$ cat config.mk
export PLATFORM = sky130hd
export DESIGN_NAME = bidir_pad_sched
export DESIGN_NICKNAME = d
export VERILOG_FILES = /design/src/rtl/bidir_pad_sched.sv
export SDC_FILE = /design/constraint.sdc
export NUM_CORES = 1
export LEC_CHECK = 0
export ABC_AREA = 1
export BUFFER_PORTS_ARGS = -buffer_cell sky130_fd_sc_hd__buf_2
export CORE_ASPECT_RATIO = 1.75
export CORE_MARGIN = 1
export CORE_UTILIZATION = 45
export CTS_CLUSTER_DIAMETER = 30
export CTS_CLUSTER_SIZE = 12
export DETAILED_ROUTE_END_ITERATION = 7
export GPL_ROUTABILITY_DRIVEN = 0
export MAX_ROUTING_LAYER = met4
export PLACE_DENSITY = 0.66
export SYNTH_ARGS = -nofsm -noshare
export SYNTH_HDL_FRONTEND = slang
export SYNTH_SLANG_ARGS = --single-unit
$ cat constraint.sdc
create_clock -name clk -period 4.1 [get_ports clk]
set_input_delay 0.41 -clock clk [delete_from_list [all_inputs] [get_ports clk]]
set_output_delay 0.41 -clock clk [all_outputs]
set_load 0.01 [all_outputs]
$ cat src/rtl/bidir_pad_sched.sv
// Half-duplex scheduler for one shared DDR bidirectional pad: round-robin arbitration
// between two requesters, 2-bit/clk serialise on write, deserialise on read, turnaround guard.
module bidir_pad_sched #(
  parameter int WORD_W   = 16,
  parameter int TURN_CYC = 2,
  parameter int IN_LAT   = 1
) (
  input  logic              clk,
  input  logic              resetn,
  input  logic [1:0]        req_valid,
  input  logic [1:0]        req_write,
  input  logic [WORD_W-1:0] req_wdata0,
  input  logic [WORD_W-1:0] req_wdata1,
  output logic [1:0]        req_ready,
  output logic [1:0]        resp_valid,
  output logic [WORD_W-1:0] resp_rdata,
  output logic              pad_oe,
  output logic              pad_dout0,
  output logic              pad_dout1,
  input  logic              pad_din0,
  input  logic              pad_din1,
  output logic              pad_cken,
  output logic              pad_latch
);

  // state | meaning
  // IDLE  | waiting for a request; ready given to the granted requester only
  // TURN  | oe-low guard cycles before a direction change
  // TX    | driving one bit pair per clock, MSB first
  // RX    | pad input unlatched; first IN_LAT pairs discarded, then shifted in
  // RESP  | one-cycle read completion pulse to the owning requester

  localparam int HALF  = WORD_W / 2;
  localparam int RX_N  = HALF + IN_LAT;
  localparam int MAXC  = (RX_N > TURN_CYC) ? RX_N : TURN_CYC;
  localparam int CNT_W = $clog2(MAXC + 1);

  if (WORD_W < 2 || (WORD_W % 2) != 0) begin : g_bad_word_w
    $error("bidir_pad_sched: WORD_W must be even and >= 2");
  end
  if (TURN_CYC < 1) begin : g_bad_turn
    $error("bidir_pad_sched: TURN_CYC must be >= 1");
  end
  if (IN_LAT < 0 || IN_LAT > 3) begin : g_bad_lat
    $error("bidir_pad_sched: IN_LAT must be in 0..3");
  end

  typedef enum logic [2:0] {IDLE, TURN, TX, RX, RESP} state_t;

  state_t            state;
  logic [CNT_W-1:0]  cnt;
  logic              last_dir;   // 1 = write, 0 = read
  logic              rr_ptr;
  logic              id_q;
  logic              dir_q;
  logic [WORD_W-1:0] wdata_q;
  logic [WORD_W-1:0] tx_sh;
  logic [WORD_W-1:0] rx_sh;

  logic              accept;
  logic              g_idx;
  logic              g_write;
  logic [WORD_W-1:0] g_data;
  logic [WORD_W-1:0] tx_src;
  logic [WORD_W-1:0] rx_next;
  logic              enter_tx;
  logic              enter_rx;

  always_comb begin
    accept    = (state == IDLE) && (|req_valid);
    g_idx     = req_valid[rr_ptr] ? rr_ptr : ~rr_ptr;
    g_write   = req_write[g_idx];
    g_data    = g_idx ? req_wdata1 : req_wdata0;
    req_ready = 2'b00;
    if (accept) req_ready[g_idx] = 1'b1;
    tx_src    = (state == IDLE) ? g_data : wdata_q;
    rx_next   = (rx_sh << 2) | WORD_W'({pad_din0, pad_din1});
    enter_tx  = (accept && g_write && last_dir) ||
                (state == TURN && cnt == '0 && dir_q);
    enter_rx  = (accept && !g_write && !last_dir) ||
                (state == TURN && cnt == '0 && !dir_q);
  end

  always_ff @(posedge clk or negedge resetn) begin
    if (!resetn) begin
      state      <= IDLE;
      cnt        <= '0;
      last_dir   <= 1'b0;
      rr_ptr     <= 1'b0;
      id_q       <= 1'b0;
      dir_q      <= 1'b0;
      wdata_q    <= '0;
      tx_sh      <= '0;
      rx_sh      <= '0;
      resp_valid <= 2'b00;
      resp_rdata <= '0;
      pad_oe     <= 1'b0;
      pad_dout0  <= 1'b0;
      pad_dout1  <= 1'b0;
      pad_cken   <= 1'b0;
      pad_latch  <= 1'b1;
    end else begin
      case (state)
        IDLE: if (accept) begin
          id_q    <= g_idx;
          dir_q   <= g_write;
          wdata_q <= g_data;
          rr_ptr  <= ~g_idx;
          if (g_write != last_dir) begin
            state    <= TURN;
            cnt      <= CNT_W'(TURN_CYC - 1);
            pad_oe   <= 1'b0;
            pad_cken <= 1'b1;
          end
        end
        TURN: begin
          if (cnt == '0) last_dir <= dir_q;
          else           cnt      <= cnt - 1'b1;
        end
        TX: begin
          if (cnt == '0) begin
            state     <= IDLE;
            pad_oe    <= 1'b0;
            pad_cken  <= 1'b0;
            pad_dout0 <= 1'b0;
            pad_dout1 <= 1'b0;
          end else begin
            cnt       <= cnt - 1'b1;
            pad_dout0 <= tx_sh[WORD_W-1];
            pad_dout1 <= tx_sh[WORD_W-2];
            tx_sh     <= tx_sh << 2;
          end
        end
        RX: begin
          // Counter runs down, so the discarded leading samples are the high counts.
          if (cnt < CNT_W'(HALF)) rx_sh <= rx_next;
          if (cnt == '0) begin
            state      <= RESP;
            resp_valid <= id_q ? 2'b10 : 2'b01;
            resp_rdata <= rx_next;
            pad_latch  <= 1'b1;
            pad_cken   <= 1'b0;
          end else begin
            cnt <= cnt - 1'b1;
          end
        end
        RESP: begin
          resp_valid <= 2'b00;
          state      <= IDLE;
        end
        default: state <= IDLE;
      endcase

      if (enter_tx) begin
        state     <= TX;
        cnt       <= CNT_W'(HALF - 1);
        pad_oe    <= 1'b1;
        pad_cken  <= 1'b1;
        pad_dout0 <= tx_src[WORD_W-1];
        pad_dout1 <= tx_src[WORD_W-2];
        tx_sh     <= tx_src << 2;
      end
      if (enter_rx) begin
        state     <= RX;
        cnt       <= CNT_W'(RX_N - 1);
        pad_oe    <= 1'b0;
        pad_cken  <= 1'b1;
        pad_latch <= 1'b0;
      end
    end
  end

endmodule
==> impl_metrics.json, run 1 <==
{
  "run_status": "finished with violations",
  "violations": "DRC",
  "io_pins": 65,
  "setup_viol": 0,
  "seq_area_mm2": 0.00195,
  "synth_fp_nets": 524,
  "cp-start-kind": "flop",
  "worstSetupPathType": "flop to flop",
  "netlist_top_cells_area": "dfrtp_1, nand2_1, o21ai_0",
  "setup_tns_ns": 0,
  "syn_to_final_growth_pct": 17.6,
  "ys_warn_count": 0,
  "hp-class": "input pin to async pin",
  "synthFlopType": "dfrtp_1",
  "synthesis.area_mm2": 0.00378,
  "dp.cells": 619,
  "rrSetupSlack_ns": 1.61,
  "drc": 3,
  "cp-end-kind": "flop",
  "fillers": 749,
  "synthCells": 483,
  "ys_seq_area_share_pct": 51.7,
  "reg2regPathDepth": 9,
  "crit_required_ns": 4.35,
  "report.final.slew_viol_count": 0,
  "synth_cell_types": 29,
  "vias_per_cell": 5.07,
  "wl_per_cell_um": 12.8,
  "hold_buffers": 0,
  "fin_ws_ns": 1.61,
  "multiInputGateArea_mm2": 0.00148,
  "core_mm2": 0.00802,
  "max_cap_viol_count": 0,
  "ant_nets": 0,
  "power_per_cell_area_mw_per_mm2": 805,
  "cts_setup_buffers": 0,
  "worst_pin_slew_ns": 0.964,
  "wl_um": 8140,
  "ys_ff_latch": 78,
  "ctsResizeCount": 0,
  "drive_gt1_share_pct": 17.6,
  "first_global_vias": 3186,
  "gr-usage-all-layers_pct": 21.1,
  "ir_worst_vdd_uv": 423,
  "rr_endpoint": "tx_sh[7]",
  "p_leak_nw": 2.37,
  "root_buffer": "clkbuf_16",
  "fmax_mhz": 402,
  "n_antenna_cell": 0,
  "yosysMostFrequentCell": "nand2_1",
  "cts_tree": "yes",
  "die_h_um": 123,
  "dp_hpwl_um": 5760,
  "synth_edf_count": 0,
  "avgSynthCellArea_um2": 7.82,
  "period_share_pct": 60.6,
  "path_max_fanout": 36,
  "grt_antenna_before_repair": 0,
  "rsz0062_at_grt": "no",
  "fin_crit_ns": 2.49,
  "cts-buffers-inserted": 9,
  "path_clk_slew_ns": 0.06,
  "arrival_ns": 2.74,
  "grt_pass1_wl_um": 13800,
  "synth_top_area_cell": "dfrtp_1",
  "clock_skew_ns": 0.00285,
  "rr_startpoint": "state[1]",
  "numPortBuffers": 64,
  "drtPass1Iterations": 7,
  "pre_cts_slack_ns": 1.60,
  "dieArea_mm2": 0.00878,
  "grt_overflow": 0,
  "clk_latency_ns": 0.33,
  "die_w_um": 71.3,
  "nNetsFinal": 581,
  "htreeDepth": 3,
  "grt_max_degree": 79,
  "vias": 3214,
  "cts_buffer_depth": 2,
  "relSlewSlack_pct": 35.7,
  "clock-sinks": 78,
  "hold_viol_final": 0,
  "synthTopCellsByCount": "nand2_1, o21ai_0, dfrtp_1, inv_1, nor2_1",
  "initial_core_util_pct": 47.1,
  "drtIter0Drc": 221,
  "fin_cells": 634,
  "async_flop_share_pct": 100,
  "synth_top_cell_area_share_pct": 51.0,
  "fp-row-count": 43
}
-- flip-flops by register name, indices dropped and copies added, names as in the netlist, 2 cells and up --
signal and count:
resp_rdata 16, wdata_q 16, rx_sh 14, tx_sh 14, cnt 4, state 3, resp_valid 2
-- cells by family (layout without fill, tap and decap cells) --
kind of cell	count (synthesis)	in the layout	synth area share [%]
mux	2	2	0.530
buf+inv	83	144	9.04
compound gates	106	106	14.3
simple gates	212	212	23.9
flops	78	78	51.7
xor+xnor	1	1	0.232
fa+ha+maj	1	1	0.331
-- power breakdown --
part | switching, mW | internal (mW) | total [mW]
logic | 0.955 | 0.492 | 1.45
registers | 0.177 | 1.10 | 1.28
clock network | 0.289 | 0.560 | 0.849
total | 1.42 | 2.15 | 3.58
-- per-layer routing --
metal  track usage (%)  up-vias  routed length [um]
met4              8.38        0                 108
met5                 -        -                   0
li1                  -     1644                   -
met1              23.7     1497                3460
met2              35.8       64                4280
met3              5.38        9                 290
-- worst max path at each step --
| stage | startpoint | endpoint | slack [ns] |
|---|---|---|---|
| 6_report | state[1] | tx_sh[7] | 1.61 |
| 5_1_grt | state[1] | cnt[0] | 1.34 |
| 4_1_cts | state[1] | tx_sh[9] | 1.61 |
| 3_5_place_dp | req_valid[0] | tx_sh[11] | 1.60 |
| 3_3_place_gp | req_valid[0] | cnt[1] | 1.69 |
| 2_1_floorplan | cnt[0] | tx_sh[11] | 2.35 |
-- critical path: stages (launching register included) --
cell and delay, ns:
dfrtp_1 0.43, nor2_2 0.18, nand3_2 0.52, inv_2 0.28
nand3_2 0.13, nand2_4 0.28, nor2_4 0.10, nor2_8 0.30
nand2_1 0.09, o21ai_1 0.09
-- cells in the final DEF (no fill, tap or decap), types with 3 or more instances in the layout --
cell,n
nand2_1,161
o21ai_0,86
dfrtp_1,77
buf_2,63
inv_1,58
nor2_1,17
nand3_1,15
o21ai_1,12
clkbuf_16,9
nand4_1,8
inv_2,5
a21oi_1,4
clkinv_2,3
nand3_2,3
-- cell type report --
type,count,share of cell area (%)
flip-flops and latches,78,44.0
multi-input cells,322,33.4
repair buffers,65,7.43
clock buffers,11,5.69
inverters,64,5.44
well taps,90,2.53
clock inverters,4,1.58
-- through the flow --
| stage | util [%] | area, um^2 | hold slack, ns | power (mW) |
|---|---|---|---|---|
| floorplan | - | 3780 | 0.114 | 2.36 |
| global placement | 51.4 | 4120 | 0.451 | 2.69 |
| detailed placement | 51.4 | 4120 | 0.458 | 2.74 |
| CTS | 55.4 | 4440 | 0.276 | 3.62 |
| global route | 55.4 | 4440 | 0.310 | 3.88 |
| finish | 55.4 | 4440 | 0.204 | 3.58 |
Power figures use the tool's default switching activity.
==> run 2, diff against run 1 <==
--- a/config.mk
+++ b/config.mk
@@ -15,7 +15,7 @@
 export DETAILED_ROUTE_END_ITERATION = 7
 export GPL_ROUTABILITY_DRIVEN = 0
 export MAX_ROUTING_LAYER = met4
-export PLACE_DENSITY = 0.66
+export PLACE_DENSITY = 0.69
 export SYNTH_ARGS = -nofsm -noshare
 export SYNTH_HDL_FRONTEND = slang
 export SYNTH_SLANG_ARGS = --single-unit
==> constraint.sdc (replaced) <==
create_clock -name clk -period 2.02 [get_ports clk]
set_input_delay 0.202 -clock clk [delete_from_list [all_inputs] [get_ports clk]]
set_output_delay 0.202 -clock clk [all_outputs]
set_load 0.01 [all_outputs]
==> run 2 against run 1 <==
  * The flow still finishes with violations (DRC)
  * Highest routed layer unchanged
  * Register-to-register slack worse by 1.5 ns
  * Combinational power up 120%
  * Total power up 100%
  * Clock skew up 0.0034 ns
  * First-iteration DRC count up 3.2%
==> impl_metrics.json, run 2 (synthesis gave the netlist of run 1 again) <==
{
  "period_share_pct": 93.0,
  "htreeDepth": 3,
  "root_buffer": "clkbuf_16",
  "critPathSlowestCell": "dfrtp_1",
  "stdcell_area_mm2": 0.00457,
  "first_global_vias": 3174,
  "die_w_um": 71.3,
  "run_status": "finished with violations",
  "cts_tree": "yes",
  "worstSetupPathType": "flop to output port",
  "slowest_delay_ns": 0.46,
  "vias": 3302,
  "sequentialPowerShare_pct": 35.7,
  "reg2regPathDepth": 9,
  "final_common_cell": "nand2_1",
  "grt_overflow": 0,
  "setup_tns_ns": 0,
  "clk_latency_ns": 0.34,
  "pre_cts_slack_ns": 0.0458,
  "nNetsFinal": 595,
  "rrSetupSlack_ns": 0.15,
  "gr-usage-all-layers_pct": 21.5,
  "drc": 4,
  "arrival_ns": 1.68,
  "grt_max_degree": 42,
  "drtPass1Iterations": 6,
  "multiInputGateArea_mm2": 0.00151,
  "ant_nets": 0,
  "crit_required_ns": 1.82,
  "die_h_um": 123,
  "core_mm2": 0.00802,
  "rsz0062_at_grt": "yes",
  "drt-met1-wl_um": 3540,
  "clkPwrFrac_pct": 21.2,
  "vias_per_cell": 5.09,
  "layout_common_cells": "nand2_1, o21ai_0, dfrtp_1",
  "ir_worst_vdd_uv": 894,
  "fillers": 741,
  "crit_end": "req_ready[0]",
  "hold_ws_ns": 0.132,
  "cp-end-kind": "output port",
  "hold_viol_final": 0,
  "grt_antenna_before_repair": 0,
  "dp_hpwl_um": 6160,
  "violations": "DRC",
  "cts_setup_buffers": 0,
  "path_max_fanout": 26,
  "seq_area_mm2": 0.00195,
  "clock-sinks": 78,
  "cp-start-kind": "flop",
  "cts-buffers-inserted": 9,
  "numPortBuffers": 64,
  "fmax_mhz": 532,
  "combPwrFrac_pct": 43.0,
  "p_leak_nw": 2.42,
  "worst_pin_slew_ns": 0.553,
  "switchingPower_mw": 2.98,
  "swShare_pct": 40.7,
  "wl_um": 8470,
  "fin_ws_ns": 0.141,
  "drive_gt1_share_pct": 19.9,
  "rr_endpoint": "tx_sh[13]",
  "rr_startpoint": "cnt[0]",
  "dieArea_mm2": 0.00878,
  "power_per_cell_area_mw_per_mm2": 1600,
  "dr_wl_met2_um": 4400,
  "initial_core_util_pct": 47.1,
  "fin_crit_ns": 1.88,
  "cts_buffer_depth": 2,
  "max_cap_viol_count": 0,
  "clock_skew_ns": 0.00626,
  "reg_top3": "resp_rdata (16), wdata_q (16)",
  "top_layer_used": "met4",
  "drtIter0Drc": 228,
  "io_pins": 65,
  "wl_met3_um": 302,
  "n_antenna_cell": 0,
  "final_util_pct": 57.0,
  "post_dp_cell_area_mm2": 0.00425,
  "path_cells": "nor2_2 > nand3_2 > buf_4 > nor2_1 > buf_2",
  "setup_viol": 0,
  "fp-row-count": 43,
  "hp-class": "input pin to flop",
  "whs_path_depth": 3,
  "p_int_mw": 4.34,
  "startpoint": "state[1]",
  "path_clk_slew_ns": 0.06,
  "syn_to_final_growth_pct": 20.9,
  "wl_per_cell_um": 13.1,
  "relSlewSlack_pct": 63.1,
  "grt_pass1_wl_um": 14000,
  "report.final.slew_viol_count": 0
}
## run 2: cell count changes in the layout (fill, tap and decap cells not counted), sizes merged
cell / previous run / this run
buf: 65 / 77
dlygate4sd3: 0 / 1
clkinvlp: 0 / 1
clkbuf: 11 / 12
nor2: 22 / 23
bufinv: 2 / 1
## run 2: repair_timing
action                     CTS  global route
gates resized for setup      0             4
hold endpoints to repair    38             0
setup endpoints to repair    0            20
hold buffers                 1             0
## run 2: area by class of cell
type	count	share of cell area [%]
clock buffers	12	5.18
flip-flops and latches	78	42.8
repair buffers	78	10.2
clock inverters	4	1.04
multi-input cells	323	33.0
inverters	64	5.29
well taps	90	2.47
## run 2: worst max-delay path: cells and delay by family (launching register included)
kind	cells	cell delay, ns
simple gates	3	0.48
flops	1	0.46
buf+inv	2	0.40
## run 2: power groups by stage
stage	clock [mW]	combinational (mW)	sequential, mW
finish	1.55	3.15	2.61
global route	1.64	3.61	2.68
CTS	1.59	3.11	2.61
detailed placement	0	3.09	2.62
global placement	0	3.00	2.60
floorplan	0	2.17	2.62
## run 2: stage by stage
step / power (mW) / instances
floorplan: 4.79 / 483
global placement: 5.60 / 631
global route: 7.93 / 649
finish: 7.31 / 649
CTS: 7.30 / 648
detailed placement: 5.71 / 631
## run 2: worst min path at each step
stage,from,endpoint,slack (ns)
after global placement,resetn,rx_sh[10],0.22
after CTS,pad_din1,resp_rdata[0],0.13
after floorplan,resetn,cnt[0],-0.09
after global routing,pad_din1,rx_sh[0],0.14
after detailed placement,resetn,rx_sh[10],0.22
final,pad_din1,rx_sh[0],0.13
## run 2: layer usage
layer  GRT usage [%]  up-vias
li1                -     1667
met1            23.6     1543
met2            36.5       73
met3            4.32       19
met4            11.4        0
met5               -        -
